**src/rtl/branch_unit_if.sv**
```systemverilog
// Bus between the branch unit, the PC, instruction memory, the register
// file and the sequencing bench. The slave side is the branch unit itself.
interface branch_unit_if #(
  parameter int PC_WIDTH    = 12,
  parameter int DATA_WIDTH  = 8,
  parameter int INSTR_WIDTH = 9
);
  logic                    start;
  logic                    done;
  logic [PC_WIDTH-1:0]     current_pc;
  logic [PC_WIDTH-1:0]     instr_addr;
  logic [INSTR_WIDTH-1:0]  instr_data;
  logic [DATA_WIDTH-1:0]   cmp_a;
  logic [DATA_WIDTH-1:0]   cmp_b;
  logic                    EQ;
  logic                    LT;
  logic                    GT;
  logic [1:0]              cond_sel;
  logic                    abs_branch_en;
  logic                    rel_branch_en;
  logic signed [3:0]       rel_branch_offset;
  logic [PC_WIDTH-1:0]     next_pc;
  logic                    lut_we;
  logic [3:0]              lut_waddr;
  logic [PC_WIDTH-1:0]     lut_wdata;
  logic [15:0]             taken_count;

  modport slave (
    input  start, current_pc, instr_data, cmp_a, cmp_b,
           lut_we, lut_waddr, lut_wdata,
    output done, instr_addr, EQ, LT, GT, cond_sel, abs_branch_en,
           rel_branch_en, rel_branch_offset, next_pc, taken_count
  );

  modport master (
    output start, current_pc, instr_data, cmp_a, cmp_b,
           lut_we, lut_waddr, lut_wdata,
    input  done, instr_addr, EQ, LT, GT, cond_sel, abs_branch_en,
           rel_branch_en, rel_branch_offset, next_pc, taken_count
  );
endinterface

```
**src/rtl/branch_unit.sv**
```systemverilog
// Branch unit: decodes the fetched instruction, keeps the compare flags,
// the absolute branch-target table, the program sequencer FSM and the
// taken-branch counter for the current program.
module branch_unit #(
  parameter int PC_WIDTH    = 12,
  parameter int DATA_WIDTH  = 8,
  parameter int INSTR_WIDTH = 9
) (
  input  logic        clk,
  input  logic        reset,
  branch_unit_if.slave bus
);

  localparam logic [1:0] ST_IDLE  = 2'd0;
  localparam logic [1:0] ST_ARMED = 2'd1;
  localparam logic [1:0] ST_RUN   = 2'd2;
  localparam logic [1:0] ST_DONE  = 2'd3;

  localparam logic [2:0] OP_CMP = 3'b110;
  localparam logic [2:0] OP_BRA = 3'b111;
  localparam logic [2:0] OP_BRR = 3'b101;
  localparam logic [INSTR_WIDTH-1:0] HALT_INSTR = INSTR_WIDTH'(9'b000111111);

  logic [1:0]          state_q, state_d;
  logic                eq_q, eq_d;
  logic                lt_q, lt_d;
  logic                gt_q, gt_d;
  logic [15:0]         taken_count_q, taken_count_d;
  logic [PC_WIDTH-1:0] lut_q [16];
  logic [PC_WIDTH-1:0] lut_d [16];

  logic [2:0] op;
  logic [1:0] cond;
  logic [3:0] field;
  logic       run;
  logic       is_cmp, is_bra, is_brr, is_halt;
  logic       sel_flag;
  logic       taken;
  logic       arm;

  assign op    = bus.instr_data[8:6];
  assign cond  = bus.instr_data[5:4];
  assign field = bus.instr_data[3:0];

  // Instruction decode, gated so nothing has an effect outside RUN.
  always_comb begin
    run     = (state_q == ST_RUN);
    is_cmp  = run && (op == OP_CMP);
    is_bra  = run && (op == OP_BRA);
    is_brr  = run && (op == OP_BRR);
    is_halt = run && (bus.instr_data == HALT_INSTR);
    case (cond)
      2'b01:   sel_flag = eq_q;
      2'b10:   sel_flag = lt_q;
      2'b11:   sel_flag = gt_q;
      default: sel_flag = 1'b0;
    endcase
    taken = (is_bra || is_brr) && (cond != 2'b00) && sel_flag;
    arm   = bus.start && ((state_q == ST_IDLE) || (state_q == ST_DONE));
  end

  // Combinational branch request outputs toward the PC.
  always_comb begin
    bus.cond_sel          = 2'b00;
    bus.abs_branch_en     = 1'b0;
    bus.rel_branch_en     = 1'b0;
    bus.rel_branch_offset = 4'sd0;
    bus.next_pc           = '0;
    if (is_bra) begin
      bus.cond_sel      = cond;
      bus.abs_branch_en = 1'b1;
      bus.next_pc       = lut_q[field];
    end else if (is_brr) begin
      bus.cond_sel          = cond;
      bus.rel_branch_en     = 1'b1;
      bus.rel_branch_offset = field;
    end
  end

  assign bus.instr_addr  = bus.current_pc;
  assign bus.done        = (state_q == ST_DONE);
  assign bus.EQ          = eq_q;
  assign bus.LT          = lt_q;
  assign bus.GT          = gt_q;
  assign bus.taken_count = taken_count_q;

  // Sequencer next state: start is level-sensitive and must drop before RUN.
  always_comb begin
    state_d = state_q;
    case (state_q)
      ST_IDLE:  if (bus.start)  state_d = ST_ARMED;
      ST_ARMED: if (!bus.start) state_d = ST_RUN;
      ST_RUN:   if (is_halt)    state_d = ST_DONE;
      ST_DONE:  if (bus.start)  state_d = ST_ARMED;
      default:                  state_d = ST_IDLE;
    endcase
  end

  // Compare flags update on CMP only (unsigned), otherwise hold.
  always_comb begin
    eq_d = eq_q;
    lt_d = lt_q;
    gt_d = gt_q;
    if (is_cmp) begin
      eq_d = (bus.cmp_a == bus.cmp_b);
      lt_d = (bus.cmp_a <  bus.cmp_b);
      gt_d = (bus.cmp_a >  bus.cmp_b);
    end
  end

  // Taken counter: cleared when a new program is armed, saturating otherwise.
  always_comb begin
    taken_count_d = taken_count_q;
    if (arm)
      taken_count_d = '0;
    else if (taken && (taken_count_q != 16'hFFFF))
      taken_count_d = taken_count_q + 16'd1;
  end

  // Target table write; reads see the pre-write contents until the next edge.
  always_comb begin
    lut_d = lut_q;
    if (bus.lut_we)
      lut_d[bus.lut_waddr] = bus.lut_wdata;
  end

  // All state registers, cleared asynchronously.
  always_ff @(posedge clk or posedge reset) begin
    if (reset) begin
      state_q       <= ST_IDLE;
      eq_q          <= 1'b0;
      lt_q          <= 1'b0;
      gt_q          <= 1'b0;
      taken_count_q <= '0;
      for (int i = 0; i < 16; i++)
        lut_q[i] <= '0;
    end else begin
      state_q       <= state_d;
      eq_q          <= eq_d;
      lt_q          <= lt_d;
      gt_q          <= gt_d;
      taken_count_q <= taken_count_d;
      lut_q         <= lut_d;
    end
  end

endmodule

```
**src/flat_wrapper.sv**
```systemverilog
// flat-port wrapper written by rule: the top's interface ports become plain ports
module branch_unit_flat 
#(
  parameter int PC_WIDTH    = 12,
  parameter int DATA_WIDTH  = 8,
  parameter int INSTR_WIDTH = 9
)
  (clk, reset, bus_start, bus_current_pc, bus_instr_data, bus_cmp_a, bus_cmp_b, bus_lut_we, bus_lut_waddr, bus_lut_wdata, bus_done, bus_instr_addr, bus_EQ, bus_LT, bus_GT, bus_cond_sel, bus_abs_branch_en, bus_rel_branch_en, bus_rel_branch_offset, bus_next_pc, bus_taken_count);
  branch_unit_if #(.PC_WIDTH(PC_WIDTH), .DATA_WIDTH(DATA_WIDTH), .INSTR_WIDTH(INSTR_WIDTH)) bus_i ();
  input  logic clk;
  input  logic reset;
  input wire logic [$bits(bus_i.start)-1:0] bus_start;
  input wire logic [$bits(bus_i.current_pc)-1:0] bus_current_pc;
  input wire logic [$bits(bus_i.instr_data)-1:0] bus_instr_data;
  input wire logic [$bits(bus_i.cmp_a)-1:0] bus_cmp_a;
  input wire logic [$bits(bus_i.cmp_b)-1:0] bus_cmp_b;
  input wire logic [$bits(bus_i.lut_we)-1:0] bus_lut_we;
  input wire logic [$bits(bus_i.lut_waddr)-1:0] bus_lut_waddr;
  input wire logic [$bits(bus_i.lut_wdata)-1:0] bus_lut_wdata;
  output wire logic [$bits(bus_i.done)-1:0] bus_done;
  output wire logic [$bits(bus_i.instr_addr)-1:0] bus_instr_addr;
  output wire logic [$bits(bus_i.EQ)-1:0] bus_EQ;
  output wire logic [$bits(bus_i.LT)-1:0] bus_LT;
  output wire logic [$bits(bus_i.GT)-1:0] bus_GT;
  output wire logic [$bits(bus_i.cond_sel)-1:0] bus_cond_sel;
  output wire logic [$bits(bus_i.abs_branch_en)-1:0] bus_abs_branch_en;
  output wire logic [$bits(bus_i.rel_branch_en)-1:0] bus_rel_branch_en;
  output wire logic [$bits(bus_i.rel_branch_offset)-1:0] bus_rel_branch_offset;
  output wire logic [$bits(bus_i.next_pc)-1:0] bus_next_pc;
  output wire logic [$bits(bus_i.taken_count)-1:0] bus_taken_count;
  assign bus_i.start = bus_start;
  assign bus_i.current_pc = bus_current_pc;
  assign bus_i.instr_data = bus_instr_data;
  assign bus_i.cmp_a = bus_cmp_a;
  assign bus_i.cmp_b = bus_cmp_b;
  assign bus_i.lut_we = bus_lut_we;
  assign bus_i.lut_waddr = bus_lut_waddr;
  assign bus_i.lut_wdata = bus_lut_wdata;
  assign bus_done = bus_i.done;
  assign bus_instr_addr = bus_i.instr_addr;
  assign bus_EQ = bus_i.EQ;
  assign bus_LT = bus_i.LT;
  assign bus_GT = bus_i.GT;
  assign bus_cond_sel = bus_i.cond_sel;
  assign bus_abs_branch_en = bus_i.abs_branch_en;
  assign bus_rel_branch_en = bus_i.rel_branch_en;
  assign bus_rel_branch_offset = bus_i.rel_branch_offset;
  assign bus_next_pc = bus_i.next_pc;
  assign bus_taken_count = bus_i.taken_count;
  branch_unit #(.PC_WIDTH(PC_WIDTH), .DATA_WIDTH(DATA_WIDTH), .INSTR_WIDTH(INSTR_WIDTH)) u_core (.clk(clk), .reset(reset), .bus(bus_i));
endmodule
```
**config.mk**
```make
export PLATFORM = sky130hd
export DESIGN_NAME = branch_unit_flat
export DESIGN_NICKNAME = d
export VERILOG_FILES = /design/src/rtl/branch_unit_if.sv /design/src/rtl/branch_unit.sv /design/src/flat_wrapper.sv
export SDC_FILE = /design/constraint.sdc
export NUM_CORES = 1
export LEC_CHECK = 0
export ABC_CLOCK_PERIOD_IN_PS = 12500
export CORE_UTILIZATION = 35
export DETAILED_ROUTE_END_ITERATION = 16
export PLACE_DENSITY = 0.66
export SLEW_MARGIN = 0
export SYNTH_ARGS = -nofsm -noshare
export SYNTH_HDL_FRONTEND = slang
export SYNTH_SLANG_ARGS = --single-unit
export TNS_END_PERCENT = 100
```
**constraint.sdc**
```tcl
create_clock -name clk -period 12.5 [get_ports clk]
set_input_delay 2.5 -clock clk [delete_from_list [all_inputs] [get_ports clk]]
set_output_delay 2.5 -clock clk [all_outputs]
set_load 0.01 [all_outputs]
```
==> summary.md <==
| Metric | Value |
|---|---|
| Cell Area, Synth | between 0.01 and 0.015 mm² |
| Critical Path AT | 5.09 ns |
| RSZ-0062 raised after global routing | no |
| Chip width | between 150 and 200 µm |
| ANT nets after route | 0 |
| Routed wire length on met3 | ~970 µm |
| Synth Instances | between 700 and 800 |
| First-pass GRT wire length | 37.0 mm |
| EDFF count, synth | 0 |
| Yosys warning total | 0 |
| CTS clk-pin slew, worst paths | around 0.06 ns |
| Synth top area cells | dfrtp_1 (52%), mux2_2 (21%), mux4_2 (11%), mux2i_1 (2.7%), ha_1 (1.5%) |
| Die H | approximately 170 µm |
| Synthesized area per cell | around 14 µm² |
| Worst R2R End | u_core.bus.taken_count[13]$_DFFE_PP0P_ |
| First-pass iteration count of the detailed router | 4 |
| Initial Util | between 30% and 40% |
| Most frequent cells after synthesis | dfrtp_1 (213), mux2_2 (194), mux4_2 (48), nor2_1 (30), mux2i_1 (28) |
| Worst-case clock skew | roughly 0.0043 ns |
| Crit Path Max Fanout | 12 |
| Fin. Hold Viols | 0 |
| WL met2 | 11.8 mm |
| # nets final | about 840 |
| Cell with the most instances after synthesis | dfrtp_1 |
| Post-CTS sizing | 0 |
| Top sig layer | met5 |
| Synth Net Count | 782 |
| Bufs on Longest Clock Path | 3 |
| CTS tree | yes |
| Total power | 1990 µW |
| Pre-CTS WS | between 4 and 5 ns |
| Outcome | finished clean |
| Number of remaining DRC errors | 0 |
| Initial antenna violation count | 2 |
| Setup tns final | 0 ns |
| Tcrit/Tclk final | 60.8% |
| Number of buffers created by CTS | 25 |
| Setup crit start kind | primary input |
| Hold Buf Count CTS | 0 |
| Routed via count | just over 6000 |
| Crit path to | bus_next_pc[7] |
| Share of layout cells above drive strength 1 | 38.3% |
| Post-synthesis sequential area ratio | 52.1% |
| Placer Congestion | 0.782 |
| Gr usage total | roughly 16% |
| CTS Sinks | about 210 |
| Worst Path Required | 10.00 ns |
| Hold Path Origin | u_core.lut_q[5]$_DFFE_PP0P_ |
| Worst hold slack | about 0.5 ns |
| Gr ovfl total | 0 |
| Fillers | ~2600 |
| Yosys reg bits | about 210 |
| LEAKAGE | around 0.0051 µW |
| Vias per inst | just over 5 |
| Setup ws final | 4.91 ns |
| Final setup violating endpoints | 0 |
| CP Class | in2out |
| M1 wire length | approximately 9.9 mm |
| Clk Latency, worst-skew pair | between 0.5 and 0.6 ns |
| Ys async rst share | 100% |
| Highest Clock Rate | roughly 130 MHz |
| Largest net degree at the start of global routing | ~140 |
| Area leader, netlist | dfrtp_1 |
| MaxCap Viol Count | 0 |
| Peak supply drop | ~0.1 mV |
| Layout area overhead | 18.3% |
| CP endpoint kind | output port |
| Wire per inst | around 20 µm |
| FF-to-FF setup slack | a little over 10 ns |
| Port Buffers | between 80 and 90 |
| Fin. max-slew vios | 0 |
| DIE AREA | approximately 0.03 mm² |
| Fin crit period | around 7.6 ns |
| Core Footprint | about 0.029 mm² |
| Row count | 62 |
| DRT Wirelength | 23.3 mm |
| First-iteration detailed-routing DRC count | ~360 |
| Hpwl dp | around 14 mm |
| Hold Crit Class | reg2reg |
| Worst reg2reg path startpoint | u_core.bus.taken_count[0]$_DFFE_PP0P_ |
| H-tree levels | 1 |
| Worst slew pin tran | 1.08 ns |
| Io pins | approximately 110 |
| CP Launch Point | bus_instr_data[7] |
| Count of cell types in the netlist | 38 |
| P per Cell Area | between 150 and 200 mW/mm² |
| Vias in the first global route | 6325 |
| Synth Flop Type | dfrtp_1 |
| Area share of the largest cell type after synthesis | about 52% |
| R2r worst-path depth | 6 |
| Setup bufs post-CTS | 0 |
| Rel. slew slack | roughly 28% |
| Root buf cell | clkbuf_16 |
-- through the flow --
| step | util [%] | instances | area, µm² |
|---|---|---|---|
| 6_report | 42.1 | 1168 | 12100 |
| 5_1_grt | 42.1 | 1167 | 12100 |
| 4_1_cts | 42.1 | 1167 | 12100 |
| 3_5_place_dp | 39.3 | 1123 | 11300 |
| 3_3_place_gp | 39.3 | 1123 | 11300 |
| 2_1_floorplan | - | 713 | 10200 |
-- cells by family after synthesis --
logic type	after synthesis	synth area share, %
compound gates	22	1.42
fa+ha+maj	12	1.47
simple gates	106	5.55
mux	270	34.7
flops	213	52.1
xor+xnor	15	1.28
buf+inv	75	3.49
-- routing by layer --
layer	up-vias	GRT usage (%)
met4	2	4.39
li1	2719	-
met3	47	2.86
met5	-	0
met2	140	27.9
met1	3138	20.0
-- worst min-delay path by stage --
stage                                          to  slack (ns)  depth (start not counted)
floorplan           u_core.lut_q[166]$_DFFE_PP0P_        0.47                          1
global placement    u_core.lut_q[159]$_DFFE_PP0P_        0.48                          1
detailed placement  u_core.lut_q[165]$_DFFE_PP0P_        0.49                          1
CTS                 u_core.lut_q[165]$_DFFE_PP0P_        0.50                          1
global route        u_core.lut_q[105]$_DFFE_PP0P_        0.51                          1
finish                u_core.lut_q[5]$_DFFE_PP0P_        0.50                          1
-- flip-flops by register name, indices dropped and copies added (netlist names) --
signal and cells:
u_core.bus.taken_count 16, u_core.bus.LT 1, u_core.lut_q 192, u_core.state_q 2
u_core.bus.EQ 1, u_core.bus.GT 1
-- power by group --
part | internal, µW | leakage [µW] | switching (µW)
clock | 425 | 0.000395 | 292
combinational | 225 | 0.00205 | 134
sequential | 842 | 0.00264 | 75.5
-- critical path, stage by stage --
cell	delay, ns
clkdlybuf4s50_1	0.51
and3_1	0.19
nand3_1	0.69
o22ai_1	0.57
clkdlybuf4s50_1	0.62
-- final cells by class --
cell class              count  area [µm²]  area share, %
clock inverters            10         128           1.06
diodes                      1        2.50         0.0207
repair buffers             89         866           7.16
inverters                  12        52.6          0.434
clock buffers              34         679           5.62
flip-flops and latches    213        5330           44.1
well taps                 384         480           3.97
multi-input cells         425        4560           37.7
-- placed cells by master, fill, tap and decap left out, drive strengths merged, types with 5 or more instances in the layout --
cell and count:
clkbuf 34, and2 9, clkinv 5, a21oi 5, nand4 10, buf 8, and3 6, nand2 8
inv 14, dfrtp 213, o22ai 12, ha 12, xor2 14, mux2i 28, mux2 194, nor2 30
nand3 21, mux4 48, clkdlybuf4s50 81
Note: power is estimated with default switching activity, not from simulation.
